--- config.mk ---
export PLATFORM = sky130hd
export DESIGN_NAME = dcache_bus_ctrl_flat
export DESIGN_NICKNAME = d
export VERILOG_FILES = /design/src/rtl/dcache_bus_ctrl_if.sv /design/src/rtl/dcache_bus_ctrl.sv /design/src/flat_wrapper.sv
export SDC_FILE = /design/constraint.sdc
export NUM_CORES = 1
export LEC_CHECK = 0
export CAP_MARGIN = 20
export CORE_AREA = 5 5 144 146
export CTS_CLUSTER_SIZE = 14
export DETAILED_ROUTE_END_ITERATION = 7
export DIE_AREA = 0 0 149 151
export GPL_ROUTABILITY_DRIVEN = 0
export GPL_TIMING_DRIVEN = 0
export PLACE_DENSITY = 0.55
export SLEW_MARGIN = 40
export SYNTH_ARGS = -nofsm -noshare
export SYNTH_HDL_FRONTEND = slang
export SYNTH_SLANG_ARGS = --single-unit
--- constraint.sdc ---
create_clock -name CLK -period 2 [get_ports CLK]
set_input_delay 0.4 -clock CLK [delete_from_list [all_inputs] [get_ports CLK]]
set_output_delay 0.4 -clock CLK [all_outputs]
set_load 0.005 [all_outputs]
--- src/rtl/dcache_bus_ctrl_if.sv ---
// Bus-side bundle of the data-cache controller: cache miss/victim/snoop-lookup
// inputs, memory/coherence bus handshake, and fill / tag-update results.
`default_nettype none

interface dcache_bus_ctrl_if #(
    parameter int WORD_W = 32
);
    logic              miss_req;
    logic [WORD_W-1:0] miss_addr;
    logic              miss_excl;
    logic              vic_dirty;
    logic [WORD_W-1:0] vic_addr;
    logic [WORD_W-1:0] vic_data0;
    logic [WORD_W-1:0] vic_data1;
    logic [1:0]        snp_state;
    logic [WORD_W-1:0] snp_data0;
    logic [WORD_W-1:0] snp_data1;
    logic              dwait;
    logic [WORD_W-1:0] dload;
    logic              ccwait;
    logic              ccinv;
    logic [WORD_W-1:0] ccsnoopaddr;

    logic              dREN;
    logic              dWEN;
    logic [WORD_W-1:0] daddr;
    logic [WORD_W-1:0] dstore;
    logic              ccwrite;
    logic              cctrans;
    logic              fill_we;
    logic              fill_sel;
    logic [WORD_W-1:0] fill_data;
    logic              miss_done;
    logic [1:0]        fill_state;
    logic              snp_upd;
    logic [1:0]        snp_new;

    modport master (
        input  miss_req, miss_addr, miss_excl, vic_dirty, vic_addr, vic_data0, vic_data1,
        input  snp_state, snp_data0, snp_data1, dwait, dload, ccwait, ccinv, ccsnoopaddr,
        output dREN, dWEN, daddr, dstore, ccwrite, cctrans, fill_we, fill_sel, fill_data,
        output miss_done, fill_state, snp_upd, snp_new
    );

    modport slave (
        output miss_req, miss_addr, miss_excl, vic_dirty, vic_addr, vic_data0, vic_data1,
        output snp_state, snp_data0, snp_data1, dwait, dload, ccwait, ccinv, ccsnoopaddr,
        input  dREN, dWEN, daddr, dstore, ccwrite, cctrans, fill_we, fill_sel, fill_data,
        input  miss_done, fill_state, snp_upd, snp_new
    );
endinterface

`default_nettype wire

--- src/rtl/dcache_bus_ctrl.sv ---
// Data-cache bus controller: two-word writeback/fill sequencing for misses and
// MSI snoop response with cache-to-cache supply of modified lines.
`default_nettype none

module dcache_bus_ctrl #(
    parameter int WORD_W  = 32,
    parameter int BLK_OFF = 3
) (
    input  wire logic         CLK,
    input  wire logic         RST,
    dcache_bus_ctrl_if.master bus
);
    localparam logic [1:0]        ST_I      = 2'd0;
    localparam logic [1:0]        ST_S      = 2'd1;
    localparam logic [1:0]        ST_M      = 2'd2;
    localparam logic [WORD_W-1:0] WORD_STEP = WORD_W'(4);
    localparam logic [WORD_W-1:0] BLK_MASK  = ~(WORD_W'((1 << BLK_OFF) - 1));

    typedef enum logic [2:0] {
        IDLE = 3'd0,
        WB0  = 3'd1,
        WB1  = 3'd2,
        RD0  = 3'd3,
        RD1  = 3'd4,
        SNP  = 3'd5,
        SWB0 = 3'd6,
        SWB1 = 3'd7
    } state_t;

    state_t            state;
    state_t            next_state;
    logic [WORD_W-1:0] miss_blk;
    logic [WORD_W-1:0] snp_blk;

    assign miss_blk = bus.miss_addr & BLK_MASK;
    assign snp_blk  = bus.ccsnoopaddr & BLK_MASK;

    always_ff @(posedge CLK) begin
        if (RST) begin
            state <= IDLE;
        end else begin
            state <= next_state;
        end
    end

    always_comb begin
        next_state     = state;
        bus.dREN       = 1'b0;
        bus.dWEN       = 1'b0;
        bus.daddr      = '0;
        bus.dstore     = '0;
        bus.ccwrite    = 1'b0;
        bus.cctrans    = 1'b0;
        bus.fill_we    = 1'b0;
        bus.fill_sel   = 1'b0;
        bus.fill_data  = '0;
        bus.miss_done  = 1'b0;
        bus.fill_state = ST_I;
        bus.snp_upd    = 1'b0;
        bus.snp_new    = ST_I;

        case (state)
            IDLE: begin
                // Snoops take precedence so the bus owner is never stalled by us.
                if (bus.ccwait) begin
                    next_state = SNP;
                end else if (bus.miss_req && bus.vic_dirty) begin
                    next_state = WB0;
                end else if (bus.miss_req) begin
                    next_state = RD0;
                end
            end

            WB0, WB1: begin
                bus.dWEN   = 1'b1;
                bus.daddr  = (state == WB1) ? bus.vic_addr + WORD_STEP : bus.vic_addr;
                bus.dstore = (state == WB1) ? bus.vic_data1 : bus.vic_data0;
                if (!bus.dwait) begin
                    if (state == WB0) begin
                        next_state = WB1;
                    end else begin
                        next_state  = RD0;
                        bus.cctrans = 1'b1;
                    end
                end
            end

            RD0, RD1: begin
                bus.dREN    = 1'b1;
                bus.daddr   = (state == RD1) ? miss_blk + WORD_STEP : miss_blk;
                bus.ccwrite = bus.miss_excl;
                if (!bus.dwait) begin
                    bus.fill_we   = 1'b1;
                    bus.fill_sel  = (state == RD1);
                    bus.fill_data = bus.dload;
                    if (state == RD0) begin
                        next_state = RD1;
                    end else begin
                        next_state     = IDLE;
                        bus.miss_done  = 1'b1;
                        bus.fill_state = bus.miss_excl ? ST_M : ST_S;
                        bus.cctrans    = 1'b1;
                    end
                end
            end

            SNP: begin
                if (bus.snp_state == ST_M) begin
                    next_state = SWB0;
                end else if (!bus.ccwait) begin
                    next_state = IDLE;
                    if (bus.snp_state == ST_S && bus.ccinv) begin
                        bus.snp_upd = 1'b1;
                        bus.snp_new = ST_I;
                        bus.cctrans = 1'b1;
                    end
                end
            end

            SWB0, SWB1: begin
                bus.dWEN    = 1'b1;
                bus.ccwrite = 1'b1;
                bus.daddr   = (state == SWB1) ? snp_blk + WORD_STEP : snp_blk;
                bus.dstore  = (state == SWB1) ? bus.snp_data1 : bus.snp_data0;
                if (!bus.dwait) begin
                    if (state == SWB0) begin
                        next_state = SWB1;
                    end else begin
                        next_state  = IDLE;
                        bus.snp_upd = 1'b1;
                        bus.snp_new = bus.ccinv ? ST_I : ST_S;
                        bus.cctrans = 1'b1;
                    end
                end
            end

            default: next_state = IDLE;
        endcase
    end
endmodule

`default_nettype wire

--- src/flat_wrapper.sv ---
// flat-port wrapper written by rule: the top's interface ports become plain ports
module dcache_bus_ctrl_flat 
#(
    parameter int WORD_W  = 32,
    parameter int BLK_OFF = 3
)
  (CLK, RST, bus_miss_req, bus_miss_addr, bus_miss_excl, bus_vic_dirty, bus_vic_addr, bus_vic_data0, bus_vic_data1, bus_snp_state, bus_snp_data0, bus_snp_data1, bus_dwait, bus_dload, bus_ccwait, bus_ccinv, bus_ccsnoopaddr, bus_dREN, bus_dWEN, bus_daddr, bus_dstore, bus_ccwrite, bus_cctrans, bus_fill_we, bus_fill_sel, bus_fill_data, bus_miss_done, bus_fill_state, bus_snp_upd, bus_snp_new);
  dcache_bus_ctrl_if #(.WORD_W(WORD_W)) bus_i ();
  input  wire logic CLK;
  input  wire logic RST;
  input wire logic [$bits(bus_i.miss_req)-1:0] bus_miss_req;
  input wire logic [$bits(bus_i.miss_addr)-1:0] bus_miss_addr;
  input wire logic [$bits(bus_i.miss_excl)-1:0] bus_miss_excl;
  input wire logic [$bits(bus_i.vic_dirty)-1:0] bus_vic_dirty;
  input wire logic [$bits(bus_i.vic_addr)-1:0] bus_vic_addr;
  input wire logic [$bits(bus_i.vic_data0)-1:0] bus_vic_data0;
  input wire logic [$bits(bus_i.vic_data1)-1:0] bus_vic_data1;
  input wire logic [$bits(bus_i.snp_state)-1:0] bus_snp_state;
  input wire logic [$bits(bus_i.snp_data0)-1:0] bus_snp_data0;
  input wire logic [$bits(bus_i.snp_data1)-1:0] bus_snp_data1;
  input wire logic [$bits(bus_i.dwait)-1:0] bus_dwait;
  input wire logic [$bits(bus_i.dload)-1:0] bus_dload;
  input wire logic [$bits(bus_i.ccwait)-1:0] bus_ccwait;
  input wire logic [$bits(bus_i.ccinv)-1:0] bus_ccinv;
  input wire logic [$bits(bus_i.ccsnoopaddr)-1:0] bus_ccsnoopaddr;
  output wire logic [$bits(bus_i.dREN)-1:0] bus_dREN;
  output wire logic [$bits(bus_i.dWEN)-1:0] bus_dWEN;
  output wire logic [$bits(bus_i.daddr)-1:0] bus_daddr;
  output wire logic [$bits(bus_i.dstore)-1:0] bus_dstore;
  output wire logic [$bits(bus_i.ccwrite)-1:0] bus_ccwrite;
  output wire logic [$bits(bus_i.cctrans)-1:0] bus_cctrans;
  output wire logic [$bits(bus_i.fill_we)-1:0] bus_fill_we;
  output wire logic [$bits(bus_i.fill_sel)-1:0] bus_fill_sel;
  output wire logic [$bits(bus_i.fill_data)-1:0] bus_fill_data;
  output wire logic [$bits(bus_i.miss_done)-1:0] bus_miss_done;
  output wire logic [$bits(bus_i.fill_state)-1:0] bus_fill_state;
  output wire logic [$bits(bus_i.snp_upd)-1:0] bus_snp_upd;
  output wire logic [$bits(bus_i.snp_new)-1:0] bus_snp_new;
  assign bus_i.miss_req = bus_miss_req;
  assign bus_i.miss_addr = bus_miss_addr;
  assign bus_i.miss_excl = bus_miss_excl;
  assign bus_i.vic_dirty = bus_vic_dirty;
  assign bus_i.vic_addr = bus_vic_addr;
  assign bus_i.vic_data0 = bus_vic_data0;
  assign bus_i.vic_data1 = bus_vic_data1;
  assign bus_i.snp_state = bus_snp_state;
  assign bus_i.snp_data0 = bus_snp_data0;
  assign bus_i.snp_data1 = bus_snp_data1;
  assign bus_i.dwait = bus_dwait;
  assign bus_i.dload = bus_dload;
  assign bus_i.ccwait = bus_ccwait;
  assign bus_i.ccinv = bus_ccinv;
  assign bus_i.ccsnoopaddr = bus_ccsnoopaddr;
  assign bus_dREN = bus_i.dREN;
  assign bus_dWEN = bus_i.dWEN;
  assign bus_daddr = bus_i.daddr;
  assign bus_dstore = bus_i.dstore;
  assign bus_ccwrite = bus_i.ccwrite;
  assign bus_cctrans = bus_i.cctrans;
  assign bus_fill_we = bus_i.fill_we;
  assign bus_fill_sel = bus_i.fill_sel;
  assign bus_fill_data = bus_i.fill_data;
  assign bus_miss_done = bus_i.miss_done;
  assign bus_fill_state = bus_i.fill_state;
  assign bus_snp_upd = bus_i.snp_upd;
  assign bus_snp_new = bus_i.snp_new;
  dcache_bus_ctrl #(.WORD_W(WORD_W), .BLK_OFF(BLK_OFF)) u_core (.CLK(CLK), .RST(RST), .bus(bus_i));
endmodule
==> results of run 1 <==
## repair_timing
| item | in CTS | in global routing |
|---|---|---|
| setup endpoints to repair | 107 | 107 |
| gates cloned | 7 | 4 |
| pin swaps | 88 | 95 |
| setup buffers | 85 | 48 |
| resized for setup | 722 | 190 |
## layout by cell type (no fill, tap or decap), types with 10 or more instances in the layout
cell,instances
a21oi_1,14
a22oi_2,45
and2_4,35
buf_2,77
buf_4,63
buf_6,104
buf_8,10
clkdlybuf4s50_1,236
inv_1,10
mux2i_1,38
nand2_1,29
nor3_4,10
o221ai_1,11
o22ai_1,27
xnor2_1,23
## stage by stage
| stage | setup TNS, ps | util [%] | hold WS [ps] |
|---|---|---|---|
| after CTS | -33160 | 43.8 | 819 |
| final | -45380 | 48.1 | 818 |
| after detailed placement | -92260 | 36.5 | 847 |
| after global routing | -51350 | 48.1 | 822 |
| after floorplan | -278 | - | 469 |
| after global placement | -91970 | 36.5 | 831 |
## worst max path at each step
stage,endpoint,slack [ps],cells after the start
finish,bus_fill_data[6],-640,12
global route,bus_daddr[21],-690,10
CTS,bus_daddr[17],-620,11
floorplan,bus_fill_data[10],-10,9
global placement,bus_daddr[21],-1390,9
detailed placement,bus_daddr[26],-1350,7
## routing by layer
layer	wire, µm	GRT usage, %
met5	0	0
met2	13100	35.8
met3	1670	3.71
met4	272	1.83
met1	10400	26.0
## area by class of cell
type | count | area, µm² | share of cell area (%)
inverters | 10 | 37.5 | 0.405
flip-flops and latches | 3 | 66.3 | 0.715
well taps | 265 | 332 | 3.58
plain buffers | 35 | 407 | 4.38
multi-input cells | 385 | 3620 | 39.1
clock buffers | 4 | 78.8 | 0.850
repair buffers | 501 | 4730 | 51.0
## where the power goes
group / switching (µW) / leakage [µW] / internal (µW)
registers: 25.4 / 0.0000261 / 98.5
clock network: 62.3 / 0.0000382 / 264
logic: 4460 / 0.00386 / 5580
## cell families after synthesis
family | share of synthesized area [%]
compound gates | 39.1
xor+xnor | 8.20
fa+ha+maj | 0.418
buf+inv | 8.53
flops | 2.01
mux | 14.2
other cells | 0.125
simple gates | 27.4
==> impl_metrics.sql, run 1 <==
INSERT INTO impl_metrics (metric_group, metric, value, unit) VALUES
('yosys', 'synthCells', '443', ''),
('worst_setup_path', 'most_numerous_cell_on_the_critical_path', 'buf_6', ''),
('floorplanning', 'die_w', '149', 'µm'),
('finish', 'n_antenna_cell', '0', ''),
('floorplanning', 'boundaryPins', '374', ''),
('yosys', 'synth_edf_count', '0', ''),
('detailed_routing', 'detail_route.iter0.violations', '336', ''),
('finish', 'top_register', 'u_core.state', ''),
('worst_setup_path', 'cp_cell_sequence', 'buf_6, buf_4, buf_6, nor2b_4, and2_4, a21o_1, and2b_2, buf_6, buf_6, buf_6, and2_4, buf_6', ''),
('worst_setup_path', 'critical_path.top_delay_family', 'buffers and inverters', ''),
('worst_setup_path', 'crit_path_max_incr_delay', '310', 'ps'),
('global_route', 'globalRouteOverflowTotal', '0', ''),
('yosys', 'syn-num-nets', '710', ''),
('yosys', 'postSynth.asyncResetShare', '0', '%'),
('finish', 'largest_registers', 'u_core.state x3', ''),
('floorplanning', 'die_height', '151', 'µm'),
('run_status', 'failed_checks', 'negative setup slack', ''),
('hold_path', 'worst_hold_path.endpoint', 'u_core.state[0]', ''),
('hold_path', 'min-delay-start', 'RST', ''),
('worst_setup_path', 'setup.worst_path.start', 'u_core.state[1]', ''),
('finish', 'final-instance-count-excl-fill', '1203', ''),
('hold_path', 'timing.hold.worst_path_depth', '2', ''),
('global_route', 'grt_antenna_before_repair', '0', ''),
('detailed_routing', 'routedWlPerCell', '21.1', 'µm'),
('sta', 'setup_viol', '104', ''),
('cts', 'clock_tree.htree_level_count', '1', ''),
('global_route', 'via_count_of_the_first_global_routing_pass', '5823', ''),
('worst_setup_path', 'timing.critical_path.fanout_max', '5', ''),
('yosys', 'synthFlopType', 'dfxtp_1', ''),
('finish', 'share_of_final_layout_standard_cells_stronger_than_drive_strength_1', '50.1', '%'),
('floorplanning', 'core_area', '0.0193', 'mm²'),
('worst_setup_path', 'worst_path_max_delay_cell', 'dfxtp_2', ''),
('run_status', 'result_of_the_run', 'complete, but fails checks', ''),
('worst_setup_path', 'critPathKind', 'flop to output pin', ''),
('sta', 'fin_skew', '3.55', 'ps'),
('cts', 'cts_made_buffers', '3', ''),
('finish', 'areaGrowthSynthToFinish', '210', '%'),
('detailed_routing', 'wirelength', '25400', 'µm'),
('global_route', 'grt_start_max_net_pins', '11', ''),
('yosys', 'synth_sequential_area_ratio', '2.01', '%'),
('cts', 'worst_skew_pair.late_latency', '230', 'ps'),
('run', 'maximum_capacitance_violations', '0', ''),
('placement', 'portBuffers', '366', ''),
('floorplanning', 'die-area', '0.0225', 'mm²'),
('worst_setup_path', 'cp_num_buf_inv', '7', ''),
('sta', 'final_worst_path_setup_slack', '-639', 'ps'),
('finish', 'finalNetCount', '1206', ''),
('detailed_routing', 'vias_per_cell', '4.76', ''),
('yosys', 'synth.top_cells.by_count', 'a22oi_1 (53), mux2i_1 (38), and2_1 (37)', ''),
('cts', 'cts.hold.buffers_added', '0', ''),
('worst_setup_path', 'critPathLaunchType', 'flop', ''),
('yosys', 'synth_top_area_share', '13.3', '%'),
('sta', 'fmax', '379', 'MHz'),
('worst_setup_path', 'r2r-end', 'u_core.state[1]', ''),
('placement', 'detailedPlace.worstSlack', '-1350', 'ps'),
('sta', 'timing.final.hold_violations', '0', ''),
('detailed_routing', 'num_vias', '5731', ''),
('yosys', 'yosysMostFrequentCell', 'a22oi_1', ''),
('worst_setup_path', 'critical_path_sink_type', 'output pin', ''),
('detailed_routing', 'detail-route-antenna-nets', '0', ''),
('yosys', 'synth.avg_cell_area', '6.75', 'µm²'),
('cts', 'clock_tree.buffer_depth', '2', ''),
('placement', 'cell_area_placed', '0.00703', 'mm²'),
('worst_setup_path', 'worst_ep_arrival_time', '2240', 'ps'),
('floorplanning', 'num_rows', '51', ''),
('cts', 'clock-root-buffer', 'clkbuf_16', ''),
('global_route', 'globalRouteTotalUtil', '20.0', '%'),
('yosys', 'post_synth_num_cell_types', '50', ''),
('yosys', 'synth_top_cell_by_area', 'a22oi_1', ''),
('worst_setup_path', 'reg2reg_depth', '7', ''),
('placement', 'hpwlAfterDp', '18700', 'µm');
Power figures use the tool's default switching activity.
==> inputs of run 2 (changes only) <==
- REMOVE_ABC_BUFFERS: not set -> 1
==> run 2 against run 1 <==
Net effect:
- the flow still finishes with violations (negative setup slack)
- first-iteration DRC count shrank 49%
- non-clock buffer count shrank 38
- sequential share of layout area grew 0.065 points
- utilization shrank 0.66 points
- critical path depth shrank 3
- combinational power is essentially flat
- routed wire length grew 2.8%
- worst hold slack lost 42 ps
- critical path type unchanged
- largest cell class unchanged
==> impl_metrics.sql, run 2 (same netlist as run 1, synthesis figures left out) <==
INSERT INTO impl_metrics (metric_group, metric, value, unit) VALUES
('floorplanning', 'die_w', '149', 'µm'),
('floorplanning', 'initial_cell_density_of_the_core', '15.5', '%'),
('sta', 'tns', '-30360', 'ps'),
('detailed_routing', 'detail-route-antenna-nets', '0', ''),
('worst_setup_path', 'timing.rr.start', 'u_core.state[2]', ''),
('cts', 'clock-root-buffer', 'clkbuf_16', ''),
('cts', 'clock_tree.htree_level_count', '1', ''),
('floorplanning', 'die_height', '151', 'µm'),
('worst_setup_path', 'worst_ep_arrival_time', '2080', 'ps'),
('cts', 'cts_made_buffers', '3', ''),
('worst_setup_path', 'timing.critical_path.fanout_max', '4', ''),
('finish', 'finalNetCount', '1171', ''),
('sta', 'final_worst_path_setup_slack', '-477', 'ps'),
('global_route', 'grt_first_pass_wirelength', '35200', 'µm'),
('finish', 'layout_common_cells', 'clkdlybuf4s50_1 (231), buf_6 (85), buf_2 (70)', ''),
('detailed_routing', 'detail_route.iter0.violations', '171', ''),
('sta', 'fmax', '404', 'MHz'),
('cts', 'clock_tree.buffer_depth', '2', ''),
('floorplanning', 'core_area', '0.0193', 'mm²'),
('run_status', 'failed_checks', 'negative setup slack', ''),
('sta', 'fin_skew', '2.08', 'ps'),
('finish', 'areaGrowthSynthToFinish', '206', '%'),
('worst_setup_path', 'r2r-end', 'u_core.state[1]', ''),
('hold_path', 'timing.hold.worst_path_depth', '2', ''),
('worst_setup_path', 'crit_required', '1600', 'ps'),
('global_route', 'grt_antenna_before_repair', '3', ''),
('sta', 'setup_viol', '102', ''),
('global_route', 'via_count_of_the_first_global_routing_pass', '5720', ''),
('detailed_routing', 'num_vias', '5582', ''),
('hold_path', 'class_of_the_tightest_hold_or_removal_check', 'input port to flop', ''),
('run', 'maximum_capacitance_violations', '0', ''),
('finish', 'largest_registers', 'u_core.state x3', ''),
('worst_setup_path', 'critPathKind', 'flop to output pin', ''),
('sta', 'grt_setup_unrepaired', 'true', ''),
('detailed_routing', 'vias_per_cell', '4.78', ''),
('detailed_routing', 'detailedRoute.firstPassIterationCount', '4', ''),
('run_status', 'result_of_the_run', 'complete, but fails checks', ''),
('detailed_routing', 'wirelength', '26100', 'µm'),
('power_and_ir_drop', 'worst_ir_drop_vdd', '0.000455', 'V'),
('sta', 'post-route-period-util', '124', '%'),
('global_route', 'grt_start_max_net_pins', '33', ''),
('worst_setup_path', 'reg2reg_depth', '9', ''),
('hold_path', 'worst_hold_path.endpoint', 'u_core.state[2]', ''),
('detailed_routing', 'drt_drc_violations_left', '0', ''),
('floorplanning', 'die-area', '0.0225', 'mm²'),
('sta', 'timing.final.hold_violations', '0', ''),
('worst_setup_path', 'critPathLaunchType', 'flop', ''),
('hold_path', 'min-delay-start', 'RST', ''),
('finish', 'fillerInstances', '1886', ''),
('worst_setup_path', 'setup.reg_to_reg.worst_slack', '-100', 'ps'),
('cts', 'worst_setup_hold_path_clk_slew', '30', 'ps'),
('global_route', 'globalRouteOverflowTotal', '0', ''),
('finish', 'number_of_flip_flops_in_the_largest_register', '3', ''),
('cts', 'clock_sinks', '3', ''),
('sta', 'timing.final.max_slew_violations', '0', ''),
('sta', 'hold-worst-slack', '776', 'ps'),
('worst_setup_path', 'critical_path_sink_type', 'output pin', ''),
('cts', 'worst_skew_pair.late_latency', '220', 'ps'),
('power_and_ir_drop', 'leakagePower', '0.00384', 'µW'),
('placement', 'portBuffers', '366', ''),
('sta', 'finalCriticalPeriod', '2480', 'ps'),
('floorplanning', 'boundaryPins', '374', ''),
('global_route', 'globalRouteTotalUtil', '20.3', '%'),
('placement', 'hpwlAfterDp', '17000', 'µm'),
('placement', 'detailedPlace.worstSlack', '-1920', 'ps'),
('finish', 'top_register', 'u_core.state', ''),
('cts', 'cts.hold.buffers_added', '0', ''),
('detailed_routing', 'routedWlPerCell', '22.3', 'µm'),
('power_and_ir_drop', 'power_density', '1130', 'mW/mm²'),
('power_and_ir_drop', 'fin_total_pwr', '10400', 'µW'),
('cts', 'tritoncts', 'done', ''),
('finish', 'share_of_final_layout_standard_cells_stronger_than_drive_strength_1', '46.3', '%'),
('floorplanning', 'num_rows', '51', ''),
('finish', 'mostFrequentLayoutCell', 'clkdlybuf4s50_1', '');
[run 2: stage by stage]
stage	instances	util (%)	cell area, µm²
after floorplan	397	-	2770
after CTS	1131	42.6	8210
after detailed placement	1035	36.2	6970
final	1169	47.5	9150
after global routing	1169	47.5	9150
after global placement	1028	35.1	6770
[run 2: worst max path at each step]
| stage | start | endpoint | slack [ps] | depth (start not counted) |
|---|---|---|---|---|
| 2_1_floorplan | u_core.state[2] | bus_daddr[26] | -2010 | 4 |
| 4_1_cts | u_core.state[1] | bus_fill_data[2] | -420 | 7 |
| 3_3_place_gp | u_core.state[2] | bus_dstore[25] | -4830 | 4 |
| 6_report | u_core.state[2] | bus_daddr[26] | -480 | 9 |
| 3_5_place_dp | u_core.state[2] | bus_fill_data[7] | -1920 | 7 |
| 5_1_grt | u_core.state[2] | bus_daddr[29] | -580 | 9 |
[run 2: power breakdown]
group / internal (µW) / switching (µW)
registers: 108 / 65.5
logic: 5470 / 4420
clock network: 263 / 54.5
total: 5840 / 4540
[run 2: area by class of cell]
type	count	area (µm²)	area share, %
Multi-Input combinational cell	388	3570	39.1
Inverter	10	45.0	0.492
Timing Repair Buffer	498	5040	55.2
Antenna cell	1	2.50	0.0274
Sequential cell	3	71.3	0.780
Clock buffer	4	78.8	0.862
Tap cell	265	332	3.63
[run 2: repair_timing]
action / CTS / global route
setup buffers: 81 / 42
gates cloned: 11 / 7
pin swaps: 60 / 111
endpoints found under the setup margin: 108 / 106
resized for setup: 534 / 227
[run 2: routing by layer]
layer / vias up / track usage (%) / wire (µm)
met3: 24 / 4.28 / 1830
li1: 2643 / - / -
met1: 2661 / 24.3 / 10100
met2: 254 / 37.5 / 13700
met5: - / 0 / 0
met4: 0 / 3.98 / 426
[run 2: worst max-delay path, stage by stage (launching register included)]
cell     delay [ps]
dfxtp_4         350
buf_12          130
nor3b_4         210
buf_4           150
buf_8           120
nand3_4          90
or4_4           430
a21oi_2         150
a221o_1         110
buf_2           100
